[src/rtl/audrey_pkg.sv]
// Shared definitions for the Audrey audio controller mixers.
package audrey_pkg;

   localparam int SAMPLE_W = 16;
   localparam int VOL_W    = 8;
   localparam int PROD_W   = SAMPLE_W + VOL_W + 1;

   typedef enum logic [2:0] {
      IDLE,
      FETCH,
      MUL_L,
      MUL_R,
      DONE
   } mix_state_t;

   // Clamp a wide signed value into the signed 16-bit sample range.
   function automatic logic [SAMPLE_W-1:0] sat16(input logic signed [63:0] value);
      if (value > 64'sd32767) begin
         sat16 = 16'h7FFF;
      end else if (value < -64'sd32768) begin
         sat16 = 16'h8000;
      end else begin
         sat16 = value[SAMPLE_W-1:0];
      end
   endfunction

endpackage

[src/rtl/mix_mac.sv]
// Time-shared signed 16x9 multiply-accumulate feeding separate left/right accumulators.
module mix_mac
   import audrey_pkg::*;
#(
   parameter int ACC_W = 27
) (
   input  logic                    i_clk,
   input  logic                    i_rst_n,
   input  logic                    i_clear,
   input  logic                    i_add,
   input  logic                    i_sel,
   input  logic [SAMPLE_W-1:0]     i_sample,
   input  logic [VOL_W-1:0]        i_vol,
   output logic signed [ACC_W-1:0] o_accL,
   output logic signed [ACC_W-1:0] o_accR
);

   logic signed [PROD_W-1:0] w_sampleExt;
   logic signed [PROD_W-1:0] w_volExt;
   logic signed [PROD_W-1:0] w_prod;
   logic signed [ACC_W-1:0]  w_prodExt;

   // The volume is an unsigned gain, so it is zero-extended before the signed multiply.
   always_comb begin
      w_sampleExt = {{(PROD_W-SAMPLE_W){i_sample[SAMPLE_W-1]}}, i_sample};
      w_volExt    = {{(PROD_W-VOL_W){1'b0}}, i_vol};
      w_prod      = w_sampleExt * w_volExt;
      w_prodExt   = {{(ACC_W-PROD_W){w_prod[PROD_W-1]}}, w_prod};
   end

   // One multiplier, with i_sel steering the product into the left or right accumulator.
   always_ff @(posedge i_clk or negedge i_rst_n) begin
      if (!i_rst_n) begin
         o_accL <= '0;
         o_accR <= '0;
      end else if (i_clear) begin
         o_accL <= '0;
         o_accR <= '0;
      end else if (i_add) begin
         if (i_sel) begin
            o_accR <= o_accR + w_prodExt;
         end else begin
            o_accL <= o_accL + w_prodExt;
         end
      end
   end

endmodule

[src/rtl/mix_sched.sv]
// Voice mixing scheduler: fetches each voice per frame and mixes it into saturated L/R outputs.
module mix_sched
   import audrey_pkg::*;
#(
   parameter  int NUM_VOICES = 4,
   localparam int IDX_W      = (NUM_VOICES > 1) ? $clog2(NUM_VOICES) : 1,
   localparam int ACC_W      = PROD_W + $clog2(NUM_VOICES) + 1
) (
   input  logic                clk,
   input  logic                rst_n,
   input  logic                sample_req,
   output logic                voice_req,
   output logic [IDX_W-1:0]    voice_idx,
   input  logic                voice_ack,
   input  logic [SAMPLE_W-1:0] voice_sample,
   input  logic [VOL_W-1:0]    voice_vol_l,
   input  logic [VOL_W-1:0]    voice_vol_r,
   output logic [SAMPLE_W-1:0] left_out,
   output logic [SAMPLE_W-1:0] right_out,
   output logic                busy,
   output logic                overrun
);

   mix_state_t r_state;
   mix_state_t w_nextState;

   logic [IDX_W-1:0]    r_idx;
   logic [SAMPLE_W-1:0] r_sample;
   logic [VOL_W-1:0]    r_volL;
   logic [VOL_W-1:0]    r_volR;
   logic [SAMPLE_W-1:0] r_leftOut;
   logic [SAMPLE_W-1:0] r_rightOut;
   logic                r_overrun;

   logic                w_lastVoice;
   logic                w_clear;
   logic                w_add;
   logic                w_sel;
   logic [VOL_W-1:0]    w_vol;

   logic signed [ACC_W-1:0] w_accL;
   logic signed [ACC_W-1:0] w_accR;
   logic signed [63:0]      w_accLExt;
   logic signed [63:0]      w_accRExt;

   assign w_lastVoice = (r_idx == IDX_W'(NUM_VOICES - 1));

   // State register; reset aborts any frame in progress.
   always_ff @(posedge clk or negedge rst_n) begin
      if (!rst_n) begin
         r_state <= IDLE;
      end else begin
         r_state <= w_nextState;
      end
   end

   // Next-state logic plus the MAC control strobes derived from the current state.
   always_comb begin
      w_nextState = r_state;
      w_clear     = 1'b0;
      w_add       = 1'b0;
      w_sel       = 1'b0;
      w_vol       = r_volL;
      case (r_state)
         IDLE: begin
            if (sample_req) begin
               w_clear     = 1'b1;
               w_nextState = FETCH;
            end
         end
         FETCH: begin
            if (voice_ack) begin
               w_nextState = MUL_L;
            end
         end
         MUL_L: begin
            w_add       = 1'b1;
            w_nextState = MUL_R;
         end
         MUL_R: begin
            w_add       = 1'b1;
            w_sel       = 1'b1;
            w_vol       = r_volR;
            w_nextState = w_lastVoice ? DONE : FETCH;
         end
         DONE: begin
            w_nextState = IDLE;
         end
         default: begin
            w_nextState = IDLE;
         end
      endcase
   end

   // Voice index, captured voice data, final outputs and the overrun pulse.
   always_ff @(posedge clk or negedge rst_n) begin
      if (!rst_n) begin
         r_idx      <= '0;
         r_sample   <= '0;
         r_volL     <= '0;
         r_volR     <= '0;
         r_leftOut  <= '0;
         r_rightOut <= '0;
         r_overrun  <= 1'b0;
      end else begin
         r_overrun <= sample_req && (r_state != IDLE);
         if ((r_state == IDLE) && sample_req) begin
            r_idx <= '0;
         end else if ((r_state == MUL_R) && !w_lastVoice) begin
            r_idx <= r_idx + 1'b1;
         end
         if ((r_state == FETCH) && voice_ack) begin
            r_sample <= voice_sample;
            r_volL   <= voice_vol_l;
            r_volR   <= voice_vol_r;
         end
         if (r_state == DONE) begin
            r_leftOut  <= sat16(w_accLExt >>> 8);
            r_rightOut <= sat16(w_accRExt >>> 8);
         end
      end
   end

   // Accumulators are sign-extended to a fixed width so the shared sat16 helper can be used.
   always_comb begin
      w_accLExt = {{(64-ACC_W){w_accL[ACC_W-1]}}, w_accL};
      w_accRExt = {{(64-ACC_W){w_accR[ACC_W-1]}}, w_accR};
   end

   mix_mac #(
      .ACC_W (ACC_W)
   ) u_mac (
      .i_clk    (clk),
      .i_rst_n  (rst_n),
      .i_clear  (w_clear),
      .i_add    (w_add),
      .i_sel    (w_sel),
      .i_sample (r_sample),
      .i_vol    (w_vol),
      .o_accL   (w_accL),
      .o_accR   (w_accR)
   );

   assign voice_req = (r_state == FETCH);
   assign voice_idx = r_idx;
   assign busy      = (r_state != IDLE);
   assign overrun   = r_overrun;
   assign left_out  = r_leftOut;
   assign right_out = r_rightOut;

endmodule
[config.mk]
export PLATFORM = sky130hd
export DESIGN_NAME = mix_sched
export DESIGN_NICKNAME = d
export VERILOG_FILES = /design/src/rtl/audrey_pkg.sv /design/src/rtl/mix_mac.sv /design/src/rtl/mix_sched.sv
export SDC_FILE = /design/constraint.sdc
export NUM_CORES = 1
export LEC_CHECK = 0
export ABC_AREA = 1
export BUFFER_PORTS_ARGS = -buffer_cell sky130_fd_sc_hd__buf_2
export CAP_MARGIN = 20
export CORE_MARGIN = 2
export CORE_UTILIZATION = 64
export CTS_CLUSTER_SIZE = 24
export DETAILED_ROUTE_END_ITERATION = 7
export PLACE_DENSITY = 0.8
export SLEW_MARGIN = 20
export SYNTH_ARGS = -nofsm -noshare
export SYNTH_HDL_FRONTEND = slang
export SYNTH_HIERARCHICAL = 1
export SYNTH_SLANG_ARGS = --single-unit
[constraint.sdc]
create_clock -name clk -period 7.3 [get_ports clk]
set_input_delay 0.73 -clock clk [delete_from_list [all_inputs] [get_ports clk]]
set_output_delay 0.73 -clock clk [all_outputs]
set_load 0.02 [all_outputs]
==> impl_results.md, run 1 <==
- Status: finished clean
- RR Endpoint: u_mac/o_accR[21]
- Grt ovf: 0
- FP Rows: 52
- Max FO, Critical Path: 14
- Largest net degree at the start of global routing: 70
- Crit. Startpoint: r_state[1]
- Ranking of synthesized cells by area: dfrtp_1, fa_1, nand2_1
- # H-tree levels: 4
- Area Overhead vs Synth: 8.492%
- Worst Path Required: 7.61 ns
- Die Ht: 148.8 um
- Slew Viols, Final: 0
- # IOs: 73
- Pre-CTS setup slack: 0.07072 ns
- CP max stage cell: fa_1
- Initial Util: 65.70%
- R2R Setup Slk: 0.38 ns
- Die width: 148.8 um
- Leading cell type in the layout, fill and taps excluded: nand2_1
- First-pass GRT wire length: 58030 um
- Worst Setup EP: u_mac/o_accR[21]
- DRT antenna net count: 0
- Post-Route Setup TNS: 0 ns
- Min Tclk post-route: 6.918 ns
- Clock Sinks: 126
- Slew @ Worst Pin: 0.9209 ns
- Max clock buf depth: 2
- Drt wl/cell: 16.16 um
- Diode count: 0
- RSZ-0062 raised after global routing: no
- Final setup vio count: 0
- Maximum clock frequency: 144.6 MHz
- Number of global-route vias before repair: 11830
- Synth Instances: 1862
- Arrival @ worst endpoint: 7.23 ns
- R2r worst-path depth: 32
- Synth area leader: dfrtp_1
- Ys Warns: 6
- Clock Latency Late Sink: 0.43 ns
- Crit path capture type: flop
- Syn Nets: 2107
- Library cells used by synthesis: 47
- Delay of the slowest cell on the worst path: 0.56 ns
- Reg2reg start: r_state[1]
- Initial antenna violation count: 0
- Vias per inst: 5.524
- Critical path class: flop to flop
- Top_reg_cell synth: dfrtp_1
- Yosys reg bits: 126
- Core Region: 20430 um2
- Fillers: 1714
- Max_cap viols: 0
- Finished Layout Cells: 2185
- Routed WL: 35300 um
- Detailed Route Iter0 Violations: 659
- GP Congestion: 0.9942
- DIE AREA: 22150 um2
- Total CTS buffers: 17
- Post-synthesis instance area: 13420 um2
- Type of the worst min-delay path: primary input to async pin
- Root Driver: clkbuf_16
- Sequential area share after synthesis: 23.49%
- Rel. slew slack: 38.61%
- Mean Syn Cell Area: 7.209 um2
- DR pass1 iterations: 5
- HPWL Detailed: 27850 um
- Final Hold Vio Count: 0
- # DRC: 0
- Reg clk slew, reported paths: 0.07 ns
- Ratio of cells with drive above 1 in the final layout: 10.60%
- GRT Total Usage: 33.19%
- Worst setup margin: 0.3825 ns
- Most frequent cells in the layout: nand2_1, inv_1, dfrtp_1
- CP most frequent cell: nand2_1
- TritonCTS clock tree: yes
- CP Launch Type: flop
- Post-synth top area share: 23.49%
- Hold slack: 0.3471 ns
- Nets: 2147
- Clock Skew: 0.01201 ns
- Number of placed cells counting well taps: 2153
- Post-synth ARST share: 100.0%
- Post-CTS Repair Setup Buffers: 0
- Vias: 12070
- Post-synth EDFFs: 0
- Fin crit share: 94.76%
- IO Port Bufs: 72
[per-stage QoR]
stage	area, um2	util [%]
floorplan	13420	-
global placement	13870	67.90
detailed placement	13870	67.90
CTS	14470	70.85
global route	14560	71.28
finish	14560	71.28
[sequential cells by signal (all words and copies together) (netlist names)]
name / flops
voice_idx: 2
u_mac/o_accL: 28
r_state: 3
u_mac/o_accR: 28
r_volR: 8
r_sample: 16
r_volL: 8
overrun: 1
left_out: 16
right_out: 16
[cells in the mapped netlist (6+ instances only)]
| cell | count |
|---|---|
| a21o_1 | 6 |
| nand2_1 | 547 |
| xor2_1 | 17 |
| o21ai_1 | 19 |
| buf_6 | 9 |
| o21bai_1 | 8 |
| ha_1 | 105 |
| nand3_1 | 92 |
| fa_1 | 104 |
| inv_2 | 6 |
| xnor2_1 | 8 |
| nor2_1 | 124 |
| dfrtp_1 | 126 |
| a21oi_2 | 18 |
| nor2_2 | 8 |
| nand4_1 | 9 |
| o21ai_0 | 71 |
| nand2_2 | 14 |
| inv_1 | 312 |
| a21oi_1 | 125 |
| clkbuf_1 | 40 |
| buf_2 | 6 |
| nand3_2 | 7 |
| o31ai_1 | 7 |
| o21ai_2 | 8 |
| nor3_1 | 19 |
[worst min path at each step]
| stage | cells after the start | startpoint | slack (ns) | end |
|---|---|---|---|---|
| 3_5_place_dp | 2 | r_volR[7] | 0.46 | r_volR[7] |
| 5_1_grt | 1 | rst_n | 0.40 | right_out[15] |
| 6_report | 1 | rst_n | 0.35 | right_out[13] |
| 3_3_place_gp | 2 | r_volL[6] | 0.45 | r_volL[6] |
| 4_1_cts | 1 | rst_n | 0.36 | right_out[13] |
| 2_1_floorplan | 0 | rst_n | 0.43 | left_out[0] |
[cell type report]
type | instances | area [um2] | share of cell area [%]
flip-flops and latches | 126 | 3154 | 21.66
inverters | 319 | 1197 | 8.222
well taps | 270 | 337.8 | 2.320
clock inverters | 14 | 160.2 | 1.100
repair buffers | 80 | 422.9 | 2.904
multi-input cells | 1358 | 8851 | 60.78
clock buffers | 18 | 439.2 | 3.016
[worst max-delay path, delay by kind of cell (launching register included)]
| family | cells | cell delay, ns |
|---|---|---|
| buffers and inverters | 6 | 0.50 |
| DFF | 1 | 0.44 |
| xor gates and xnor gates | 1 | 0.49 |
| AOI/OAI and AO/OA | 5 | 0.78 |
| and+or+nand+nor | 14 | 1.80 |
| adders and majority gates | 6 | 2.78 |
[cells by family after synthesis]
family                   after synthesis  synth area share [%]
buffers and inverters                378                 11.24
XOR/XNOR                              25                 1.631
AND/OR/NAND/NOR                      845                 26.31
flip-flops                           126                 23.49
AO/OA/AOI/OAI                        279                 12.02
adder cells (fa/ha/maj)              209                 25.30
[what timing repair did]
item | CTS | global route
pin swaps | 0 | 0
resized for setup | 1 | 21
endpoints found under the setup margin | 2 | 27
hold buffers | 0 | 0
[per-layer routing]
metal	up-vias	GRT usage (%)	share of wire, %
met1	5625	43.38	43
met4	0	15.43	4.3
met5	-	0	0
met2	431	55.58	47
li1	5925	-	-
met3	88	3.914	5.6
Power of run 1 is left out: the tool's default activity adds up to more than one toggle a clock period on the data nets, which glitch-free logic cannot reach.
==> inputs of run 2 (changes only) <==
--- a/config.mk
+++ b/config.mk
@@ -12,7 +12,7 @@
 export CORE_UTILIZATION = 64
 export CTS_CLUSTER_SIZE = 24
 export DETAILED_ROUTE_END_ITERATION = 7
-export PLACE_DENSITY = 0.8
+export PLACE_DENSITY = 0.92
 export SLEW_MARGIN = 20
 export SYNTH_ARGS = -nofsm -noshare
 export SYNTH_HDL_FRONTEND = slang
==> impl_results.md, run 2 (synthesis gave the netlist of run 1 again) <==
- HPWL Detailed: 28420 um
- Final setup vio count: 0
- FP Rows: 52
- Maximum clock frequency: 144.5 MHz
- Post-Route Setup TNS: 0 ns
- Routed WL: 35660 um
- Delay of the slowest cell on the worst path: 0.60 ns
- Core Region: 20430 um2
- DRT antenna net count: 0
- Worst Path Required: 7.65 ns
- Leading cell type in the layout, fill and taps excluded: nand2_1
- Min Tclk post-route: 6.921 ns
- DIE AREA: 22150 um2
- Slew Viols, Final: 0
- Die width: 148.8 um
- Area Overhead vs Synth: 8.613%
- Fillers: 1636
- GRT Total Usage: 33.28%
- GP Congestion: 1.045
- Root Driver: clkbuf_16
- TritonCTS clock tree: yes
- # H-tree levels: 4
- DR pass1 iterations: 7
- Diode count: 0
- Most frequent cells in the layout: nand2_1, inv_1, a21oi_1, dfrtp_1, nor2_1
- Die Ht: 148.8 um
- CP Launch Type: flop
- Type of the worst min-delay path: primary input to async pin
- Vias per inst: 5.653
- Post-CTS Repair Setup Buffers: 0
- Number of global-route vias before repair: 11970
- Max_cap viols: 0
- Fin crit share: 94.81%
- First-pass GRT wire length: 58260 um
- RSZ-0062 raised after global routing: no
- Max clock buf depth: 2
- R2r worst-path depth: 30
- Reg clk slew, reported paths: 0.06 ns
- Crit path capture type: flop
- # IOs: 73
- Initial antenna violation count: 0
- Largest registers: u_mac/o_accL (28), u_mac/o_accR (28)
- Largest net degree at the start of global routing: 70
- Max FO, Critical Path: 12
- Nets: 2146
- Critical path class: flop to flop
- Initial Util: 65.70%
- Status: finished clean
- # DRC: 0
- Vias: 12340
- Arrival @ worst endpoint: 7.27 ns
- Total CTS buffers: 17
- Clock Sinks: 126
- IO Port Bufs: 72
- Final Hold Vio Count: 0
- Clock Latency Late Sink: 0.42 ns
- Drt wl/cell: 16.33 um
- CP max stage cell: fa_1
- Slew @ Worst Pin: 0.9024 ns
- Clock Skew: 0.007447 ns
- Grt ovf: 0
- Ratio of cells with drive above 1 in the final layout: 10.45%
- Detailed Route Iter0 Violations: 997
- Rel. slew slack: 39.47%
-- run 2: cell count changes in the layout (fill, tap and decap cells not counted), sizes merged --
cell,change
buf,-1
inv,-1
clkbuf,+1
clkinv,-4
bufinv,+2
clkinvlp,+1
-- run 2: what timing repair did --
item,CTS,global route
hold buffers,0,0
endpoints found under the setup margin,0,26
hold endpoints to repair,0,0
resized for setup,0,19
-- run 2: per-stage QoR --
step	hold WS, ns	area (um2)	setup WS [ns]	util [%]	instances
after global routing	0.4105	14580	0.02355	71.36	2183
final	0.3498	14580	0.3789	71.36	2183
after CTS	0.3786	14510	0.08301	71.01	2183
after floorplan	0.4344	13420	1.126	-	1862
after global placement	0.4546	13860	0.2711	67.87	2152
after detailed placement	0.4609	13870	0.1979	67.89	2152
-- run 2: final timing paths --
check	start	endpoint	slack [ns]
worst max-delay path	r_state[2]	u_mac/o_accL[22]	0.38
worst min-delay path	rst_n	right_out[12]	0.35
worst max register to register	r_state[2]	u_mac/o_accL[22]	0.38
worst min register to register	r_volR[0]	r_volR[0]	0.47
max in group asynchronous	rst_n	u_mac/o_accL[1]	5.59
min in group clk	r_volR[0]	r_volR[0]	0.47
-- run 2: layer usage --
metal	global-route usage [%]	vias to the layer above	routed length, um
met5	0	-	0
met4	13.67	0	1379
met3	4.954	93	2227
met2	57.06	515	17140
met1	42.42	5817	14910
li1	-	5916	-
-- run 2: critical path: cells and delay by family (launching register included) --
| family | cells | cell delay [ns] |
|---|---|---|
| adders and majority gates | 6 | 2.89 |
| AOI/OAI and AO/OA | 8 | 1.54 |
| and+or+nand+nor | 9 | 1.12 |
| buffers and inverters | 6 | 0.50 |
| DFF | 1 | 0.49 |
| xor gates and xnor gates | 1 | 0.30 |
-- run 2: final cells by class --
cell class | instances | area [um2] | share of cell area, %
Multi-Input combinational cell | 1358 | 8835 | 60.60
Clock buffer | 19 | 452.9 | 3.107
Clock inverter | 12 | 185.2 | 1.270
Tap cell | 270 | 337.8 | 2.317
Inverter | 319 | 1197 | 8.213
Timing Repair Buffer | 79 | 415.4 | 2.849
Sequential cell | 126 | 3156 | 21.64
Power of run 2 is left out for the same reason.
==> inputs of run 3 (changes only) <==
--- a/config.mk
+++ b/config.mk
@@ -13,6 +13,7 @@
 export CTS_CLUSTER_SIZE = 24
 export DETAILED_ROUTE_END_ITERATION = 7
 export PLACE_DENSITY = 0.92
+export RECOVER_POWER = 25
 export SLEW_MARGIN = 20
 export SYNTH_ARGS = -nofsm -noshare
 export SYNTH_HDL_FRONTEND = slang
==> impl_results.md, run 3 (synthesis gave the netlist of run 1 again) <==
- GRT met3 Usage: 4.954%
- Detailed Route Iter0 Violations: 931
- Grt ovf: 0
- Root Driver: clkbuf_16
- DRT antenna net count: 0
- DR pass1 iterations: 7
- IO Port Bufs: 72
- Initial Util: 65.70%
- Final setup vio count: 0
- CP Launch Type: flop
- # IOs: 73
- Die Ht: 148.8 um
- Multi-input gate area: 8820 um2
- Die width: 148.8 um
- Ratio of cells with drive above 1 in the final layout: 10.19%
- Delay of the slowest cell on the worst path: 0.58 ns
- Max clock buf depth: 2
- Total CTS buffers: 17
- # H-tree levels: 4
- Reg clk slew, reported paths: 0.06 ns
- Area Overhead vs Synth: 8.464%
- Slew Viols, Final: 59
- Core Region: 20430 um2
- Crit path capture type: flop
- Max_cap viols: 1
- RSZ-0062 raised after global routing: no
- Met1 usage: 42.42%
- Leading cell type in the layout, fill and taps excluded: nand2_1
- Fin crit share: 94.65%
- DP Area: 13870 um2
- Clock Skew: 0.007738 ns
- Slew @ Worst Pin: 3.055 ns
- DIE AREA: 22150 um2
- Final core utilization: 71.26%
- Clock Sinks: 126
- Hold slack: 0.4754 ns
- Drt wl/cell: 16.36 um
- GRT Total Usage: 33.28%
- Min Tclk post-route: 6.909 ns
- Initial antenna violation count: 0
- Hold buffer count at cts: 0
- Fin area: 14560 um2
- Critical path class: flop to flop
- Maximum clock frequency: 144.7 MHz
- Worst Path Required: 7.65 ns
- Status: finished, violations left
- Largest registers: u_mac/o_accL (28), u_mac/o_accR (28)
- Failing checks: capacitance limit, slew limit
- CP most frequent cell: nand2_1
- Post-cts sizing count: 0
- FP Rows: 52
- TritonCTS clock tree: yes
- Arrival @ worst endpoint: 7.26 ns
- Type of the worst min-delay path: flop to flop
- Post-CTS Repair Setup Buffers: 0
- Diode count: 0
- Fillers: 1643
- First-pass GRT wire length: 58260 um
- Final Hold Vio Count: 0
- Rel. slew slack: -103.7%
- Clock Latency Late Sink: 0.42 ns
- Number of global-route vias before repair: 11970
- # DRC: 0
- HPWL Detailed: 28420 um
- Routed WL: 35710 um
- Max FO, Critical Path: 16
- Most frequent cells in the layout: nand2_1, inv_1, nor2_1, a21oi_1, dfrtp_1
- Vias: 12390
- Vias per inst: 5.673
- Post-Route Setup TNS: 0 ns
- GP Congestion: 1.045
- Largest net degree at the start of global routing: 70
- M2 GR Usage: 57.06%
- GRT busiest layer: met2
- CP max stage cell: fa_1
- Nets: 2146
- Sequential Area: 3156 um2
==> run 3: path summary, 6_finish.rpt <==
check / startpoint / to / slack, ns / cells past startpoint
max in group asynchronous: rst_n / u_mac/o_accL[0] / 3.85 / 2
setup reg to reg: r_state[2] / u_mac/o_accR[25] / 0.39 / 31
min in group asynchronous: rst_n / right_out[12] / 1.30 / 1
hold / removal: r_volR[0] / r_volR[0] / 0.48 / 2
hold reg to reg: r_volR[0] / r_volR[0] / 0.48 / 2
setup / recovery: r_state[2] / u_mac/o_accR[25] / 0.39 / 31
==> run 3: layer usage <==
layer	up-vias	routed length, um
met5	-	0
met4	0	1403
met3	95	2386
met2	544	17200
met1	5837	14710
li1	5909	-
==> run 3: stage by stage <==
step,std cells,setup slack [ns]
3_3_place_gp,2152,0.2711
6_report,2183,0.3906
2_1_floorplan,1862,1.126
5_1_grt,2183,0.05480
3_5_place_dp,2152,0.1979
4_1_cts,2183,0.08301
==> run 3: cell type report <==
class                      count  area share (%)
tap                          270           2.320
multi-input combinational   1358           60.58
sequential                   126           21.67
timing repair buffer          79           2.819
clock inverter                12           1.272
inverter                     319           8.224
clock buffer                  19           3.111
==> run 3: critical path, delay by kind of cell (launching register included) <==
kind | cells | cell delay, ns
buffers and inverters | 4 | 0.31
adder cells (fa/ha/maj) | 6 | 2.87
XOR/XNOR | 1 | 0.19
AO/OA/AOI/OAI | 7 | 1.51
flip-flops | 1 | 0.47
AND/OR/NAND/NOR | 13 | 1.47
Power of run 3 is left out for the same reason.
